--- src/rtl/seg7_pkg.sv ---
// Shared constants for the six-digit multiplexed 7-segment clock display.
// Segment patterns are active-high {g,f,e,d,c,b,a}.
package seg7_pkg;

    localparam int OUT_W = 14;

    localparam logic [6:0] SEG_0     = 7'h3F;
    localparam logic [6:0] SEG_1     = 7'h06;
    localparam logic [6:0] SEG_2     = 7'h5B;
    localparam logic [6:0] SEG_3     = 7'h4F;
    localparam logic [6:0] SEG_4     = 7'h66;
    localparam logic [6:0] SEG_5     = 7'h6D;
    localparam logic [6:0] SEG_6     = 7'h7D;
    localparam logic [6:0] SEG_7     = 7'h07;
    localparam logic [6:0] SEG_8     = 7'h7F;
    localparam logic [6:0] SEG_9     = 7'h6F;
    localparam logic [6:0] SEG_BLANK = 7'h00;

    localparam logic [2:0] DIGIT_SEC_LO  = 3'd0;
    localparam logic [2:0] DIGIT_SEC_HI  = 3'd1;
    localparam logic [2:0] DIGIT_MIN_LO  = 3'd2;
    localparam logic [2:0] DIGIT_MIN_HI  = 3'd3;
    localparam logic [2:0] DIGIT_HOUR_LO = 3'd4;
    localparam logic [2:0] DIGIT_HOUR_HI = 3'd5;

    localparam logic [1:0] BLINK_NONE = 2'b00;
    localparam logic [1:0] BLINK_HOUR = 2'b01;
    localparam logic [1:0] BLINK_MIN  = 2'b10;
    localparam logic [1:0] BLINK_SEC  = 2'b11;

    // Output word is {AN[5:0], Seg[6:0], DP}; inverted as a whole for active-low boards.
    function automatic logic [OUT_W-1:0] apply_pol(input logic active_low,
                                                   input logic [OUT_W-1:0] v);
        if (active_low) begin
            apply_pol = ~v;
        end else begin
            apply_pol = v;
        end
    endfunction

endpackage

--- src/rtl/seg7_decode.sv ---
// BCD nibble to active-high 7-segment pattern; codes A-F render blank.
module seg7_decode
    import seg7_pkg::*;
(
    input  logic [3:0] nibble,
    output logic [6:0] seg
);

    // Nibble lookup
    always_comb begin
        seg = SEG_BLANK;
        case (nibble)
            4'd0:    seg = SEG_0;
            4'd1:    seg = SEG_1;
            4'd2:    seg = SEG_2;
            4'd3:    seg = SEG_3;
            4'd4:    seg = SEG_4;
            4'd5:    seg = SEG_5;
            4'd6:    seg = SEG_6;
            4'd7:    seg = SEG_7;
            4'd8:    seg = SEG_8;
            4'd9:    seg = SEG_9;
            default: seg = SEG_BLANK;
        endcase
    end

endmodule

--- src/rtl/seg7_scan_display.sv ---
// Multiplexed HH.MM.SS driver: scans six digits, snapshotting inputs once per frame.
// Optional field blinking is built when SEG7_BLINK_EN is defined.
module seg7_scan_display
    import seg7_pkg::*;
#(
    parameter int SCAN_DIV     = 50000,
    parameter int ACTIVE_LOW   = 1,
    parameter int BLINK_FRAMES = 64
)(
    input  logic       CP,
    input  logic       reset,
    input  logic       EN,
    input  logic [7:0] Hour,
    input  logic [7:0] Min,
    input  logic [7:0] Sec,
`ifdef SEG7_BLINK_EN
    input  logic [1:0] BlinkSel,
`endif
    output logic [5:0] AN,
    output logic [6:0] Seg,
    output logic       DP
);

    localparam int               CNT_W    = $clog2(SCAN_DIV);
    localparam logic [CNT_W-1:0] CNT_LAST = CNT_W'(SCAN_DIV - 1);
    localparam logic             AL_B     = (ACTIVE_LOW != 0);
    localparam logic [OUT_W-1:0] OUT_OFF  = apply_pol(AL_B, {OUT_W{1'b0}});

    if (SCAN_DIV < 2 || BLINK_FRAMES < 1) begin : g_bad_param
        $error("seg7_scan_display: SCAN_DIV must be >= 2 and BLINK_FRAMES >= 1");
    end

    logic [CNT_W-1:0] cnt_r;
    logic [2:0]       idx_r;
    logic [23:0]      snap_r;
    logic [OUT_W-1:0] out_r;
    logic             tick_s;
    logic             frame_end_s;
    logic [3:0]       nib_s;
    logic [6:0]       seg_s;
    logic [5:0]       an_s;
    logic             dp_s;
    logic             blank_s;

    assign tick_s      = EN && (cnt_r == CNT_LAST);
    assign frame_end_s = tick_s && (idx_r == DIGIT_HOUR_HI);

    // Prescaler and digit index
    always_ff @(posedge CP or posedge reset) begin
        if (reset) begin
            cnt_r <= '0;
            idx_r <= DIGIT_SEC_LO;
        end else if (tick_s) begin
            cnt_r <= '0;
            idx_r <= frame_end_s ? DIGIT_SEC_LO : idx_r + 3'd1;
        end else if (EN) begin
            cnt_r <= cnt_r + CNT_W'(1);
        end
    end

    // Frame snapshot keeps a whole frame consistent
    always_ff @(posedge CP or posedge reset) begin
        if (reset) begin
            snap_r <= 24'h00_0000;
        end else if (frame_end_s) begin
            snap_r <= {Hour, Min, Sec};
        end
    end

    // Digit select, nibble mux and separator points
    always_comb begin
        nib_s = 4'hF;
        an_s  = 6'b00_0000;
        dp_s  = 1'b0;
        case (idx_r)
            DIGIT_SEC_LO:  begin nib_s = snap_r[3:0];   an_s = 6'b00_0001; end
            DIGIT_SEC_HI:  begin nib_s = snap_r[7:4];   an_s = 6'b00_0010; end
            DIGIT_MIN_LO:  begin nib_s = snap_r[11:8];  an_s = 6'b00_0100; dp_s = 1'b1; end
            DIGIT_MIN_HI:  begin nib_s = snap_r[15:12]; an_s = 6'b00_1000; end
            DIGIT_HOUR_LO: begin nib_s = snap_r[19:16]; an_s = 6'b01_0000; dp_s = 1'b1; end
            DIGIT_HOUR_HI: begin nib_s = snap_r[23:20]; an_s = 6'b10_0000; end
            default:       begin nib_s = 4'hF;          an_s = 6'b00_0000; dp_s = 1'b0; end
        endcase
    end

    seg7_decode u_decode (
        .nibble (nib_s),
        .seg    (seg_s)
    );

`ifdef SEG7_BLINK_EN
    localparam int               FRM_W    = (BLINK_FRAMES > 1) ? $clog2(BLINK_FRAMES) : 1;
    localparam logic [FRM_W-1:0] FRM_LAST = FRM_W'(BLINK_FRAMES - 1);

    logic [FRM_W-1:0] frm_r;
    logic             phase_r;
    logic [1:0]       sel_r;

    // Frame counter toggles blink phase; field select follows the snapshot
    always_ff @(posedge CP or posedge reset) begin
        if (reset) begin
            frm_r   <= '0;
            phase_r <= 1'b0;
            sel_r   <= BLINK_NONE;
        end else if (frame_end_s) begin
            sel_r <= BlinkSel;
            if (frm_r == FRM_LAST) begin
                frm_r   <= '0;
                phase_r <= ~phase_r;
            end else begin
                frm_r <= frm_r + FRM_W'(1);
            end
        end
    end

    // Hide both digits of the selected field during the off phase
    always_comb begin
        blank_s = 1'b0;
        if (phase_r) begin
            case (sel_r)
                BLINK_HOUR: blank_s = (idx_r == DIGIT_HOUR_LO) || (idx_r == DIGIT_HOUR_HI);
                BLINK_MIN:  blank_s = (idx_r == DIGIT_MIN_LO)  || (idx_r == DIGIT_MIN_HI);
                BLINK_SEC:  blank_s = (idx_r == DIGIT_SEC_LO)  || (idx_r == DIGIT_SEC_HI);
                default:    blank_s = 1'b0;
            endcase
        end else begin
            blank_s = 1'b0;
        end
    end
`else
    assign blank_s = 1'b0;
`endif

    // Registered output stage, frozen while EN is low
    always_ff @(posedge CP or posedge reset) begin
        if (reset) begin
            out_r <= OUT_OFF;
        end else if (EN) begin
            out_r <= apply_pol(AL_B, {(blank_s ? 6'b00_0000 : an_s), seg_s, dp_s});
        end
    end

    assign AN  = out_r[13:8];
    assign Seg = out_r[7:1];
    assign DP  = out_r[0];

endmodule

--- config.mk ---
export PLATFORM = sky130hd
export DESIGN_NAME = seg7_scan_display
export DESIGN_NICKNAME = d
export VERILOG_FILES = /design/src/rtl/seg7_pkg.sv /design/src/rtl/seg7_decode.sv /design/src/rtl/seg7_scan_display.sv
export SDC_FILE = /design/constraint.sdc
export NUM_CORES = 1
export LEC_CHECK = 0
export ABC_AREA = 1
export BUFFER_PORTS_ARGS = -buffer_cell sky130_fd_sc_hd__clkbuf_2
export CAP_MARGIN = 20
export CORE_MARGIN = 3
export CORE_UTILIZATION = 35
export DETAILED_ROUTE_END_ITERATION = 10
export GPL_TIMING_DRIVEN = 0
export PLACE_DENSITY = 0.6
export SYNTH_ARGS = -nofsm -noshare
export SYNTH_HDL_FRONTEND = slang
export SYNTH_SLANG_ARGS = --single-unit
export TNS_END_PERCENT = 100
--- constraint.sdc ---
create_clock -name CP -period 2.7 [get_ports CP]
set_clock_uncertainty 0.2 [all_clocks]
set_input_delay 0.27 -clock CP [delete_from_list [all_inputs] [get_ports CP]]
set_output_delay 0.27 -clock CP [all_outputs]
set_load 0.02 [all_outputs]
==> out/results.txt, run 1 <==
Clock sinks = 57
VDD IR max = 0.0002946 V
Finish-stage setup viols = 0
Fin util = 47.32%
Commonest non-fill, non-tap cell in the layout = nand2_1
Routed vias/inst = 4.655
Final wirelength = 7071 µm
F_max = 0.3984 GHz
Starting Density = 37.12%
FF+latch count, synth = 57
Worst slew margin = 68.00%
N_diodes = 0
Cell area after layout = 4005 µm²
FILL cells = 804
Number of detailed-route iterations in the first pass = 4
CP delay by family, top = simple AND/OR/NAND/NOR gates
Place WS = -0.2419 ns
Initial DRC count = 122
Final net count = 525
Hold Fails Final Rpt = 0
Core Area = 8464 µm²
PnR worst setup slack = 0.1901 ns
Number of synthesized flops with an enable pin = 0
Post-synthesis net count = 447
Global placement routability congestion = 0.8390
Max-cap violations = 0
Number of remaining DRC errors = 0
Clock latency on the worst-skew pair = 0.34 ns
GRT Total Usage = 15.48%
Tightest Pin Transition = 0.4792 ns
Area of the multi-input gates = 1445 µm²
Worst Hold Class = in -> reg
Min Tclk post-route = 2.510 ns
RSZ-0062 raised after global routing = no
Total gr overflow = 0
CTS Buf Count = 9
DR WL/cell = 11.84 µm
Mapped cell area = 3142 µm²
H-Tree Depth = 3
Seq/Total Area, Yosys = 45.96%
Worst setup SP type = flop
Register area = 1444 µm²
Status = finished clean
Leading cell types in the layout, fill and taps excluded = 145 x nand2_1, 43 x dfrtp_1, 39 x inv_1, 39 x clkbuf_2, 32 x nor2_1
Antenna-violating nets left = 0
Yosys warnings = 0
Port Buf Inserts = 39
Detail Placement HPWL = 5236 µm
Max stage delay on crit path = 0.40 ns
Layout cell share with drive strength beyond 1 = 24.80%
LEAKAGE = 2.128 nW
Post-Layout Cell Count = 597
Slew Limit Fails = 0
Die area = 10150 µm²
Longest Clk Path Bufs = 2
CTS tree = built
CTS clk-pin slew, worst paths = 0.07 ns
Worst path slowest cell = dfrtp_1
Die width = 100.7 µm
Crit-path max FO = 5
Distinct cells, synth = 32
Largest net degree at the start of global routing = 37
Crit path buf inv count = 3
Via count = 2779
Syn Inst Count = 409
Root buf cell = clkbuf_8
Placed instance count = 554
Synth Area per Inst = 7.682 µm²
Crit. End Element = flop
Worst hold slack = 0.01915 ns
Vias in the first global route = 2802
FFs w/ async S/R, synth = 100.0%
Area delta synth->final = 27.48%
Io pins = 41
Die Height = 100.7 µm
First-pass GRT wire length = 12610 µm
Ys flop type = dfrtp_1
Rows = 33
Worst path arrival time = 2.58 ns
CP Data Required Time = 2.77 ns
Placed Area = 3488 µm²
Final period util = 92.96%
PwrDens = 558.2 nW/µm²
Critical path type = reg -> reg
Worst path cell trace = inv_1, ha_2, inv_1, nor2_1, a32o_1, nor4_4, inv_1, ha_1, nand3b_1, nand3_1, nand2_1, nand2_1, nand2_1
Initial antenna violation count = 0
routing by layer:
| layer | vias to the layer above | global-route usage, % | part of all wire (%) |
|---|---|---|---|
| li1 | 1429 | - | - |
| met1 | 1275 | 19.46 | 47 |
| met2 | 60 | 26.13 | 47 |
| met3 | 15 | 4.567 | 3.8 |
| met4 | 0 | 3.731 | 1.6 |
| met5 | - | 0 | 0 |
metrics by stage:
| stage | setup TNS (ns) | power, mW |
|---|---|---|
| after floorplan | 0 | 1.214 |
| after global placement | -0.7725 | 1.295 |
| after detailed placement | -0.9203 | 1.306 |
| after CTS | 0 | 2.262 |
| after global routing | 0 | 2.367 |
| final | 0 | 2.236 |
cells in the mapped netlist, types with 4 or more instances:
| master | n | area [µm²] |
|---|---|---|
| xor2_1 | 4 | 35.03 |
| o21ai_0 | 18 | 90.09 |
| nor3_1 | 11 | 55.05 |
| nand2_1 | 146 | 548.0 |
| nand4_1 | 7 | 43.79 |
| buf_6 | 4 | 45.04 |
| nand3_1 | 27 | 135.1 |
| inv_1 | 40 | 150.1 |
| ha_1 | 11 | 137.6 |
| nor2_1 | 32 | 120.1 |
| nor2_2 | 7 | 43.79 |
| nand2_2 | 15 | 93.84 |
| dfrtp_1 | 43 | 1076 |
| inv_2 | 7 | 26.28 |
| dfstp_2 | 14 | 367.9 |
sequential cells by signal, summed over array words and instances (netlist names):
register  flops
snap_r       24
cnt_r        16
out_r        14
idx_r         3
what timing repair did:
item	CTS	global route
gates resized for setup	2	3
pin swaps	0	1
setup buffers	0	2
endpoints found under the hold margin	44	0
setup endpoints to repair	7	4
hold buffers	25	0
path summary, 6_finish.rpt:
path / start / endpoint / slack (ns) / cells past startpoint
setup / recovery: idx_r[1] / out_r[1] / 0.19 / 13
hold / removal: EN / cnt_r[15] / 0.02 / 2
setup reg to reg: idx_r[1] / out_r[1] / 0.19 / 13
hold reg to reg: out_r[4] / out_r[4] / 0.27 / 2
max in group asynchronous: reset / out_r[3] / 1.38 / 4
min in group asynchronous: reset / snap_r[2] / 0.29 / 3
cell type report:
| class | instances | area share, % |
|---|---|---|
| multi-input cells | 292 | 36.08 |
| flip-flops and latches | 57 | 36.05 |
| repair buffers | 67 | 12.00 |
| inverters | 49 | 4.624 |
| clock buffers | 11 | 3.780 |
| well taps | 105 | 3.280 |
| plain buffers | 11 | 2.249 |
| clock inverters | 5 | 1.937 |
cell families after synthesis:
logic type,synth area share (%)
simple gates,36.24
compound gates,3.545
xor+xnor,1.115
buf+inv,8.761
fa+ha+maj,4.381
flops,45.96
power by group:
group          total (mW)  switching [mW]  internal [mW]  leakage (nW)
sequential           1.02          0.0889          0.934         0.714
combinational       0.299           0.176          0.123          1.30
clock               0.913           0.347          0.566         0.115
total                2.24           0.611           1.62          2.13
Power figures use the tool's default switching activity.
==> run 2, diff against run 1 <==
Settings changed: BUFFER_PORTS_ARGS -buffer_cell sky130_fd_sc_hd__clkbuf_2 to -buffer_cell sky130_fd_sc_hd__buf_2.
==> run 2 against run 1 <==
Effect of this change:
- critical path depth increased by 2
- wire length increased by 0.51%
- non-clock buffer count decreased by 1
- via count increased by 0.79%
- sequential power about the same
- sequential share of layout area increased by 0.11 points
- first-iteration DRC count decreased by 4.1%
- critical endpoint is now out_r[4]
- largest cell class is now registers
- highest routed layer unchanged
==> out/results.txt, run 2 (synthesis results as in run 1) <==
R2r setup slk = 0.21 ns
Tightest Pin Transition = 0.4787 ns
Via count = 2801
Crit path buf inv count = 4
Cell mode on critical path = nand2_1
Worst reg2reg path startpoint = idx_r[2]
Starting Density = 37.12%
GRT Total Usage = 15.21%
CTS tree = built
Final wirelength = 7107 µm
Total gr overflow = 0
Clock sinks = 57
CTS Buf Count = 9
Clock latency on the worst-skew pair = 0.34 ns
Area delta synth->final = 27.20%
Die Height = 100.7 µm
Vias in the first global route = 2778
VDD IR max = 0.0004654 V
F_max = 0.4013 GHz
Core Area = 8464 µm²
Number of detailed-route iterations in the first pass = 5
Commonest non-fill, non-tap cell in the layout = nand2_1
Longest Clk Path Bufs = 2
Hold Fails Final Rpt = 0
Worst Reg2Reg Path Length in Cells = 15
Max-cap violations = 0
Rows = 33
Largest net degree at the start of global routing = 37
Register area = 1445 µm²
Layout cell share with drive strength beyond 1 = 24.44%
FF-to-FF End = out_r[4]
N_diodes = 0
Detail Placement HPWL = 5184 µm
Critical path type = reg -> reg
Final net count = 524
Post-CTS Setup Bufs = 0
Die area = 10150 µm²
RSZ-0062 raised after global routing = no
Global placement routability congestion = 0.8431
CP delay by family, top = simple AND/OR/NAND/NOR gates
Initial antenna violation count = 0
Cell area after layout = 3996 µm²
Finish-stage setup viols = 0
Area of the multi-input gates = 1440 µm²
Worst setup path start = idx_r[2]
Min Tclk post-route = 2.492 ns
PwrDens = 558.9 nW/µm²
Worst path slowest cell = dfrtp_1
Place WS = -0.2313 ns
Root buf cell = clkbuf_8
Routed vias/inst = 4.700
Max FFs per register = 24
Worst path arrival time = 2.56 ns
CTS clk-pin slew, worst paths = 0.07 ns
CP Data Required Time = 2.77 ns
Placed instance count = 554
H-Tree Depth = 3
Number of remaining DRC errors = 0
FILL cells = 840
Final Power = 2.234 mW
Worst path cell trace = buf_6, inv_2, buf_6, ha_2, nor2_1, nand2_1, nor2_2, nor4_4, inv_1, ha_1, nand3b_1, nand3_1, nand2_1, nand2_1, nand2_1
Slew Limit Fails = 0
Path length in cells of the critical path = 15
Top reg by flops = snap_r
Leading cell types in the layout, fill and taps excluded = 146 x nand2_1, 42 x buf_2, 42 x dfrtp_1
LEAKAGE = 2.110 nW
Post-Layout Cell Count = 596
Worst setup SP type = flop
Largest regs = snap_r: 24 flops, cnt_r: 16 flops, out_r: 14 flops
Worst slew margin = 68.04%
Crit. End Element = flop
Antenna-violating nets left = 0
Io pins = 41
Worst Hold Class = reg -> reg
PnR worst setup slack = 0.2081 ns
Status = finished clean
Port Buf Inserts = 39
Placed Area = 3488 µm²
Final period util = 92.29%
Initial DRC count = 117
First-pass GRT wire length = 12320 µm
DR WL/cell = 11.92 µm
Max stage delay on crit path = 0.38 ns
Crit-path max FO = 10
Die width = 100.7 µm
Critical path endpoint = out_r[4]
==> run 2: where the power goes <==
part           switching [mW]  internal (mW)  leakage [nW]  total (mW)
sequential             0.0866          0.934         0.713        1.02
clock                   0.349          0.566         0.115       0.915
combinational           0.173          0.124          1.28       0.297
total                   0.609           1.62          2.11        2.23
==> run 2: layer usage <==
layer,global-route usage [%],share of wire (%),wire [µm],up-vias
met2,25.67,49,3464,70
met3,4.498,4.7,335,6
met4,4.041,0.77,55,0
met1,18.94,46,3252,1292
met5,0,0,0,-
li1,-,-,-,1433
==> run 2: worst min-delay path, delay by kind of cell, from the launching register on <==
family | cells | cell delay (ns)
flip-flops | 1 | 0.37
AND/OR/NAND/NOR | 2 | 0.10
==> run 2: what timing repair did <==
| action | in CTS | in global routing |
|---|---|---|
| gates resized for setup | 2 | 3 |
| setup endpoints to repair | 7 | 4 |
| endpoints found under the hold margin | 45 | 0 |
| cloned | 0 | 0 |
| hold buffers | 26 | 0 |
| pin swaps | 0 | 1 |
==> run 2: worst min-delay path by stage <==
stage               startpoint  slack, ns  cells past startpoint          to
finish                out_r[1]       0.27                      2    out_r[1]
global route          out_r[3]       0.28                      2    out_r[3]
CTS                   out_r[6]       0.27                      2    out_r[6]
detailed placement       reset       0.12                      2    idx_r[1]
global placement      out_r[7]       0.26                      2    out_r[7]
floorplan               Min[3]       0.17                      2  snap_r[11]
==> run 2: final cells by class <==
| type | instances | share of cell area (%) |
|---|---|---|
| inverter | 49 | 4.634 |
| clock inverter | 5 | 1.941 |
| timing repair buffer | 66 | 11.90 |
| sequential | 57 | 36.16 |
| multi-input combinational | 292 | 36.04 |
| clock buffer | 11 | 3.788 |
| buffer | 11 | 2.254 |
| tap | 105 | 3.287 |
==> run 2: stage by stage <==
stage          utilization (%)  hold WS (ns)  TNS (ns)
2_1_floorplan                -        0.1739         0
3_3_place_gp             40.98        0.2571   -0.8201
3_5_place_dp             41.21        0.1199   -0.8847
4_1_cts                  47.17        0.2692         0
5_1_grt                  47.21        0.2828         0
6_report                 47.21        0.2652         0
==> run 3, diff against run 2 <==
Settings changed: CORE_MARGIN 3 to unset, PLACE_DENSITY 0.6 to 0.62.
Clock period 2.7 ns to 2.2 ns, I/O delays scaled along.
==> run 3 against run 2 <==
Effect of this change:
- the flow now finishes with violations (setup timing)
- highest routed layer unchanged
- cell count up 3.5%
- clock power up 7.2%
- largest cell class is now multi-input gates
- critical endpoint unchanged
- flip-flop and latch count unchanged
- cell area up 6.4%
- fmax up 5.3%
- non-clock buffer count up 19
- total power up 17%
- hold slack worse by 0.00094 ns
- via count up 2.3%
- sequential share of layout area down 2.2 points
==> out/results.txt, run 3 (synthesis results as in run 1) <==
Die width = 96.75 µm
Hold Fails Final Rpt = 0
F_max = 0.4227 GHz
Root buf cell = clkbuf_8
Initial antenna violation count = 0
Switching share of power = 27.98%
Place WS = -0.2741 ns
Failing checks = setup timing
Final period util = 107.5%
N_diodes = 0
Longest Clk Path Bufs = 2
Setup TNS = -0.5657 ns
Top reg by flops = snap_r
Largest regs = snap_r: 24 flops, cnt_r: 16 flops, out_r: 14 flops
Final wirelength = 7558 µm
CTS tree = built
Crit-path max FO = 4
Largest net degree at the start of global routing = 33
RSZ-0062 raised after global routing = yes
Port Buf Inserts = 39
Layout cell share with drive strength beyond 1 = 32.22%
Clock share of power = 37.7%
Detail Placement HPWL = 5084 µm
Initial DRC count = 122
PnR worst setup slack = -0.1660 ns
Min Tclk post-route = 2.366 ns
Area delta synth->final = 35.36%
CTS clk-pin slew, worst paths = 0.06 ns
Post-Layout Cell Count = 617
Vias in the first global route = 2874
Global placement routability congestion = 0.8523
Clock latency on the worst-skew pair = 0.34 ns
Status = complete, but fails checks
Io pins = 41
Placed instance count = 557
Max FFs per register = 24
Worst path arrival time = 2.44 ns
Switching Power = 728.3 µW
Crit. End Element = flop
Antenna-violating nets left = 0
P_int = 1.875 mW
Max-cap violations = 0
Worst slew margin = 62.26%
Share of total power in combinational logic = 14.0%
Final net count = 543
Critical path type = reg -> reg
Finish-stage setup viols = 6
Worst hold slack = 0.2642 ns
Leading cell types in the layout, fill and taps excluded = 139 x nand2_1, 42 x buf_2, 41 x dfrtp_1
Starting Density = 36.03%
Slew Limit Fails = 0
Clock sinks = 57
VDD IR max = 0.0002553 V
First-pass GRT wire length = 13170 µm
CP Data Required Time = 2.27 ns
Rows = 34
Total gr overflow = 0
H-Tree Depth = 3
Number of detailed-route iterations in the first pass = 4
DR WL/cell = 12.25 µm
Via count = 2865
LEAKAGE = 2.200 nW
Die area = 9360 µm²
Cell area after layout = 4253 µm²
Tightest Pin Transition = 0.5652 ns
Core Area = 8721 µm²
CTS Buf Count = 9
Die Height = 96.75 µm
Final Power = 2.603 mW
GRT Total Usage = 17.32%
Routed vias/inst = 4.643
Number of remaining DRC errors = 0
Sequential fraction of design power = 48.3%
Worst Hold Class = reg -> reg
Worst setup SP type = flop
PwrDens = 612.1 nW/µm²
Fin util = 48.77%
Placed Area = 3518 µm²
Commonest non-fill, non-tap cell in the layout = nand2_1
-- run 3: what timing repair did --
item,4_1_cts,5_1_grt
setup endpoints to repair,7,7
setup buffers,15,5
hold buffers,26,0
endpoints found under the hold margin,48,0
pin swaps,8,11
gates resized for setup,27,14
-- run 3: path summary, 6_finish.rpt --
kind	start	endpoint	slack, ns	cells after the start
worst max-delay path	idx_r[1]	out_r[4]	-0.17	15
worst min-delay path	out_r[3]	out_r[3]	0.26	2
worst max register to register	idx_r[1]	out_r[4]	-0.17	15
worst min register to register	out_r[3]	out_r[3]	0.26	2
max in group asynchronous	reset	out_r[6]	0.87	4
min in group asynchronous	reset	snap_r[12]	0.29	3
-- run 3: layout make-up --
cell class	count	area [µm²]
Tap cell	108	135.1
Multi-Input combinational cell	292	1572
Clock buffer	12	155.1
Buffer	10	78.83
Fill cell	822	4468
Timing Repair Buffer	86	633.1
Clock inverter	3	40.04
Sequential cell	57	1446
Inverter	49	192.7
-- run 3: worst max-delay path, cell delays in order, from the launching register on --
cell     delay [ns]
dfrtp_2        0.46
buf_6          0.14
ha_4           0.15
inv_2          0.08
nor2_4         0.05
nand2_2        0.05
nand2_2        0.06
nor4_4         0.36
buf_4          0.19
ha_1           0.23
inv_2          0.06
nand2_1        0.05
nand3_1        0.07
nand2_1        0.05
nand2_1        0.05
nand2_1        0.04
-- run 3: layer usage --
layer / part of all wire, % / GRT usage [%] / vias up
met5: 0 / 0 / -
met4: 2.4 / 6.774 / 0
met3: 3.9 / 4.913 / 18
met2: 49 / 29.41 / 62
met1: 45 / 20.65 / 1315
li1: - / - / 1470
-- run 3: power groups by stage --
stage	sequential (mW)	combinational (mW)	clock, mW
after floorplan	1.26	0.230	0
final	1.26	0.365	0.981
after global routing	1.27	0.423	1.05
after CTS	1.26	0.368	1.01
after detailed placement	1.27	0.332	0
after global placement	1.27	0.322	0
